`src/rtl/params_pkg.sv`:
```
// Shared types and sizing for the TLB controller and its entry CAM.
package params_pkg;

  localparam int VADDR_WIDTH       = 32;
  localparam int PADDR_WIDTH       = 20;
  localparam int DATA_WIDTH        = 32;
  localparam int PAGE_OFFSET_WIDTH = 12;
  localparam int VPN_WIDTH         = VADDR_WIDTH - PAGE_OFFSET_WIDTH;
  localparam int PPN_WIDTH         = PADDR_WIDTH - PAGE_OFFSET_WIDTH;
  localparam int TLB_ENTRIES       = 4;

  typedef logic [VADDR_WIDTH-1:0] vaddr_t;
  typedef logic [PADDR_WIDTH-1:0] paddr_t;
  typedef logic [DATA_WIDTH-1:0]  data_t;

  typedef struct packed {
    logic                 valid;
    logic [VPN_WIDTH-1:0] vpn;
    logic [PPN_WIDTH-1:0] ppn;
  } tlb_entry_t;

  typedef enum logic [1:0] {
    IDLE,
    LOOKUP,
    WALK,
    RESP
  } tlb_state_e;

  function automatic logic [VPN_WIDTH-1:0] vpn_of(input vaddr_t va);
    return va[VADDR_WIDTH-1:PAGE_OFFSET_WIDTH];
  endfunction

endpackage

```
`src/rtl/tlb_cam.sv`:
```
// Fully-associative translation entry array: parallel VPN compare, victim choice and fill.
module tlb_cam
  import params_pkg::*;
#(
  parameter int NUM_ENTRIES = TLB_ENTRIES
) (
  input  logic                 clk,
  input  logic                 rst,
  input  logic                 flush,
  input  logic [VPN_WIDTH-1:0] lookup_vpn,
  output logic                 hit,
  output logic [PPN_WIDTH-1:0] hit_ppn,
  input  logic                 fill,
  input  logic [VPN_WIDTH-1:0] fill_vpn,
  input  logic [PPN_WIDTH-1:0] fill_ppn
);

  localparam int IDX_W = (NUM_ENTRIES > 1) ? $clog2(NUM_ENTRIES) : 1;

  tlb_entry_t       entries_q [NUM_ENTRIES];
  logic [IDX_W-1:0] rr_ptr_q;
  logic [IDX_W-1:0] victim;
  logic             victim_is_ptr;

  // Entries never hold duplicate VPNs, so OR-ing the matching PPNs is safe.
  always_comb begin
    hit     = 1'b0;
    hit_ppn = '0;
    for (int i = 0; i < NUM_ENTRIES; i++) begin
      if (entries_q[i].valid && (entries_q[i].vpn == lookup_vpn)) begin
        hit     = 1'b1;
        hit_ppn = hit_ppn | entries_q[i].ppn;
      end
    end
  end

  always_comb begin
    victim        = rr_ptr_q;
    victim_is_ptr = 1'b1;
    for (int i = NUM_ENTRIES - 1; i >= 0; i--) begin
      if (!entries_q[i].valid) begin
        victim        = IDX_W'(i);
        victim_is_ptr = 1'b0;
      end
    end
  end

  // Flush has priority over a coincident fill; the pointer only moves when it chose the victim.
  always_ff @(posedge clk) begin
    if (rst || flush) begin
      for (int i = 0; i < NUM_ENTRIES; i++) begin
        entries_q[i] <= '0;
      end
      rr_ptr_q <= '0;
    end else if (fill) begin
      entries_q[victim] <= '{valid: 1'b1, vpn: fill_vpn, ppn: fill_ppn};
      if (victim_is_ptr) begin
        rr_ptr_q <= (rr_ptr_q == IDX_W'(NUM_ENTRIES - 1)) ? '0 : rr_ptr_q + IDX_W'(1);
      end
    end
  end

endmodule

```
`src/rtl/tlb_ctrl.sv`:
```
// TLB controller: single outstanding request, CAM lookup, page-table walk on miss, one-cycle response.
module tlb_ctrl
  import params_pkg::*;
#(
  parameter int NUM_ENTRIES = TLB_ENTRIES,
  parameter int PADDR_WIDTH = params_pkg::PADDR_WIDTH
) (
  input  logic                   clk_i,
  input  logic                   rst_i,
  input  logic                   req_valid_i,
  output logic                   req_ready_o,
  input  vaddr_t                 req_vaddr_i,
  input  data_t                  satp_data_i,
  input  logic                   flush_i,
  output logic                   resp_valid_o,
  output logic [PADDR_WIDTH-1:0] resp_paddr_o,
  output logic                   resp_error_o,
  output logic                   ptw_req_o,
  output vaddr_t                 ptw_vaddr_o,
  output data_t                  ptw_satp_o,
  input  logic                   ptw_valid_i,
  input  logic                   ptw_error_i,
  input  logic [PADDR_WIDTH-1:0] ptw_paddr_i
);

  tlb_state_e             state_q, state_d;
  vaddr_t                 vaddr_q, vaddr_d;
  logic [PADDR_WIDTH-1:0] paddr_q, paddr_d;
  logic                   error_q, error_d;
  logic                   accept;
  logic                   fill;
  logic                   cam_hit;
  logic [PPN_WIDTH-1:0]   cam_hit_ppn;
  logic [PPN_WIDTH-1:0]   walk_ppn;
  logic                   ptw_offset_unused;

  // The walker returns a page-aligned address; its offset bits carry no information.
  assign ptw_offset_unused = ^ptw_paddr_i[PAGE_OFFSET_WIDTH-1:0];
  assign walk_ppn          = PPN_WIDTH'(ptw_paddr_i[PADDR_WIDTH-1:PAGE_OFFSET_WIDTH]);
  assign ptw_satp_o        = satp_data_i;

  tlb_cam #(
    .NUM_ENTRIES(NUM_ENTRIES)
  ) u_cam (
    .clk       (clk_i),
    .rst       (rst_i),
    .flush     (flush_i),
    .lookup_vpn(vpn_of(vaddr_q)),
    .hit       (cam_hit),
    .hit_ppn   (cam_hit_ppn),
    .fill      (fill),
    .fill_vpn  (vpn_of(vaddr_q)),
    .fill_ppn  (walk_ppn)
  );

  always_comb begin
    state_d      = state_q;
    vaddr_d      = vaddr_q;
    paddr_d      = paddr_q;
    error_d      = error_q;
    accept       = 1'b0;
    fill         = 1'b0;
    req_ready_o  = 1'b0;
    resp_valid_o = 1'b0;
    resp_paddr_o = '0;
    resp_error_o = 1'b0;
    ptw_req_o    = 1'b0;
    ptw_vaddr_o  = '0;

    case (state_q)
      IDLE: begin
        req_ready_o = !flush_i && !rst_i;
        accept      = req_valid_i && req_ready_o;
        if (accept) begin
          vaddr_d = req_vaddr_i;
          state_d = LOOKUP;
        end
      end
      LOOKUP: begin
        if (cam_hit) begin
          paddr_d = PADDR_WIDTH'({cam_hit_ppn, vaddr_q[PAGE_OFFSET_WIDTH-1:0]});
          error_d = 1'b0;
          state_d = RESP;
        end else begin
          state_d = WALK;
        end
      end
      WALK: begin
        ptw_req_o   = 1'b1;
        ptw_vaddr_o = {vpn_of(vaddr_q), {PAGE_OFFSET_WIDTH{1'b0}}};
        // A fault outranks a simultaneous success and must not populate the array.
        if (ptw_error_i) begin
          paddr_d = '0;
          error_d = 1'b1;
          state_d = RESP;
        end else if (ptw_valid_i) begin
          paddr_d = PADDR_WIDTH'({walk_ppn, vaddr_q[PAGE_OFFSET_WIDTH-1:0]});
          error_d = 1'b0;
          fill    = 1'b1;
          state_d = RESP;
        end
      end
      RESP: begin
        resp_valid_o = 1'b1;
        resp_paddr_o = paddr_q;
        resp_error_o = error_q;
        state_d      = IDLE;
      end
      default: begin
        state_d = IDLE;
      end
    endcase

    if (rst_i) begin
      req_ready_o  = 1'b0;
      resp_valid_o = 1'b0;
      resp_paddr_o = '0;
      resp_error_o = 1'b0;
      ptw_req_o    = 1'b0;
      ptw_vaddr_o  = '0;
      fill         = 1'b0;
    end
  end

  always_ff @(posedge clk_i) begin
    if (rst_i) begin
      state_q <= IDLE;
      vaddr_q <= '0;
      paddr_q <= '0;
      error_q <= 1'b0;
    end else begin
      state_q <= state_d;
      vaddr_q <= vaddr_d;
      paddr_q <= paddr_d;
      error_q <= error_d;
    end
  end

endmodule
```
`config.mk`:
```
export PLATFORM = sky130hd
export DESIGN_NAME = tlb_ctrl
export DESIGN_NICKNAME = d
export VERILOG_FILES = /design/src/rtl/params_pkg.sv /design/src/rtl/tlb_cam.sv /design/src/rtl/tlb_ctrl.sv
export SDC_FILE = /design/constraint.sdc
export NUM_CORES = 1
export LEC_CHECK = 0
export CORE_MARGIN = 2
export CORE_UTILIZATION = 52
export CTS_CLUSTER_DIAMETER = 120
export DETAILED_ROUTE_END_ITERATION = 16
export PLACE_DENSITY = 0.79
export SLEW_MARGIN = 10
export SYNTH_ARGS = -nofsm -noshare
export SYNTH_HDL_FRONTEND = slang
export SYNTH_SLANG_ARGS = --single-unit
```
`constraint.sdc`:
```
create_clock -name clk_i -period 4.7 [get_ports clk_i]
set_clock_uncertainty 0.05 [all_clocks]
set_input_delay 0.94 -clock clk_i [delete_from_list [all_inputs] [get_ports clk_i]]
set_output_delay 0.94 -clock clk_i [all_outputs]
set_load 0.03 [all_outputs]
```
==> results.cfg <==
[cells_and_area]
fillers = 1249
layout.nets = 904
n_antenna_cell = 0
multi_input_area_um2 = 3350
drive_above_1_share_pct = 6.58
post-route-util_pct = 61.9
seqCellArea_um2 = 4620
syn_to_final_growth_pct = 16.0

[setup_path]
path_depth = 7
critPathBufInv = 4
startpoint_type = flip-flop
r2r_slack_ns = 1.26
reg2reg_to = paddr_q[19]
cp_top_family = buffers and inverters
critPathCaptureType = primary output
slowest_stage = clkdlybuf4s50_1
cp_cell_sequence = inv_1 -> ha_1 -> clkinv_1 -> nor2_1 -> buf_4 -> and2_1 -> clkdlybuf4s50_1
worstPathMaxFanout = 21
critPathKind = reg2out
cp_data_arrival_time_ns = 2.55
slowest_delay_ns = 0.67
reg2reg_depth = 7
cp_data_required_time_ns = 3.71
r2r-start = vaddr_q[15]

[timing]
setup_viol = 0
fmax_ghz = 0.283
max_slew_margin_pct = 24.7
period_minus_slack_ns = 3.54
finalMaxSlewViolations = 0
worst_slew_pin_slew_ns = 1.13
finalHoldViolCount = 0
grt_setup_unrepaired = no
fin_setup_tns_ns = 0
period_share_pct = 75.2

[synth]
synth_top_area_cell = edfxtp_1
ys_ff_latch = 173
synthFlopType = edfxtp_1
yosysUniqueCellTypes = 40
syn_inst = 776
synthTopCellsByCount = and2_1, edfxtp_1, nand2_1
avgSynthCellArea_um2 = 11.0
yosysWarnings = 0
synth.most_common_cell = and2_1
netlist_area_um2 = 8510
synth_edf_count = 116
synth_top_area_share_pct = 40.9
synthTopCellsByArea = edfxtp_1, dfxtp_1, and2_1, xor2_1, buf_4
ys_seq_area_share_pct = 54.3
async_flop_share_pct = 0

[run]
drv_cap = 0

[route]
via_count = 5564
routed_wl_um = 18300
wl_per_cell_um = 17.6
drtIter0Drc = 456
route.detailed.drc = 0
drt-pass1-iter-count = 5
detail-route-antenna-nets = 0
viasPerCell = 5.37

[grt]
grt_pass1_vias = 5748
grt_overflow_total = 0
antenna_found_initial = 0
track_usage_pct = 21.2
grt_pass1_wl_um = 29200
grt_max_degree = 59

[hold_path]
hold_start = vaddr_q[8]
hold_depth = 2
hold_end = vaddr_q[8]
hold_class = reg2reg

[clock_network]
cts_tree = built
post_cts_resized = 0
htree_levels = 4
clk_path_buf_depth = 2
insertion_delay_ns = 0.43
cts_setup_buffers = 0
root_buffer = clkbuf_16
cts_sinks = 173
numCtsBuffers = 17
cts_hold_buf = 0
clkTransAtPathRegs_ns = 0.06

[pwr]
ir_drop_mv = 0.258
power_density_nw_per_um2 = 378
leakagePower_nw = 3.87

[die]
fp.dieW_um = 132
core_region_area_um2 = 15900
fp.dieArea_um2 = 17400
num_rows = 46
die_h_um = 132
boundaryPins = 178
start_util_pct = 53.4

[run_status]
status = finished, final reports clean

[place]
place_hpwl_um = 11900
place_congestion = 0.796
port-buffer-count = 89
[worst max-delay path by stage]
stage	from	end	slack, ns
after floorplan	rst_i	u_cam.entries_q[0][0]	0.54
final	state_q[0]	ptw_vaddr_o[15]	1.16
after global routing	state_q[0]	ptw_vaddr_o[23]	1.05
after detailed placement	ptw_error_i	u_cam.entries_q[0][10]	0.95
after global placement	ptw_error_i	u_cam.entries_q[0][16]	1.07
after CTS	state_q[0]	ptw_vaddr_o[22]	1.17
[sequential cells by signal (all words and copies together) (netlist names)]
name and cells:
vaddr_q 32, u_cam.entries_q 116, paddr_q 20, state_q 2
error_q 1, u_cam.rr_ptr_q 2
[cell usage in the layout (no fill, tap or decap), types with 14 or more instances in the layout]
cell type	netlist	layout
clkbuf_16	0	18
dfxtp_1	57	57
buf_4	44	14
and2_1	155	155
clkdlybuf4s50_1	0	88
a21oi_1	42	42
xnor2_1	30	30
edfxtp_1	116	116
nand2_1	74	74
xor2_1	50	50
nand2b_1	22	22
mux2i_1	22	22
[worst reg2reg max path, delay by kind of cell, from the launching register on]
kind            cells  cell delay, ns
xor+xnor            1            0.15
mux                 1            0.26
simple gates        3            1.32
flops               1            0.61
compound gates      2            0.89
[layer usage]
layer	global-route usage, %	wire length [µm]	vias to the layer above
li1	-	-	2640
met1	26.5	7750	2711
met2	37.5	9280	197
met3	3.84	992	16
met4	6.76	243	0
met5	0	0	-
[cell families after synthesis]
kind of cell    after synthesis  share of synthesized area (%)
fa+ha+maj                     6                          0.882
simple gates                318                           21.5
flops                       173                           54.3
buf+inv                     106                           7.09
xor+xnor                     80                           8.23
compound gates               70                           5.37
mux                          22                           2.59
other cells                   1                         0.0441
[power breakdown]
part | leakage (nW) | switching [mW] | internal, mW
Combinational | 1.82 | 0.291 | 0.213
Sequential | 1.75 | 0.0781 | 1.70
Clock | 0.296 | 0.570 | 0.881
[layout make-up]
| class | instances | area share, % |
|---|---|---|
| multi-input combinational | 508 | 34.0 |
| tap | 216 | 2.74 |
| clock buffer | 22 | 4.82 |
| clock inverter | 10 | 1.36 |
| sequential | 173 | 46.9 |
| inverter | 5 | 0.190 |
| timing repair buffer | 103 | 10.0 |
[per-stage QoR]
stage                     std cells  worst slack (ns)  area, µm²  power [mW]  hold WS (ns)
after global routing           1037              1.05       9870        3.85         0.433
after floorplan                 787             0.541       8550        2.22         0.386
final                          1037              1.16       9870        3.73         0.407
after detailed placement       1005             0.947       9260        2.31         0.401
after CTS                      1037              1.17       9870        3.74         0.410
after global placement         1005              1.07       9260        2.27         0.394
Power figures use the tool's default switching activity.
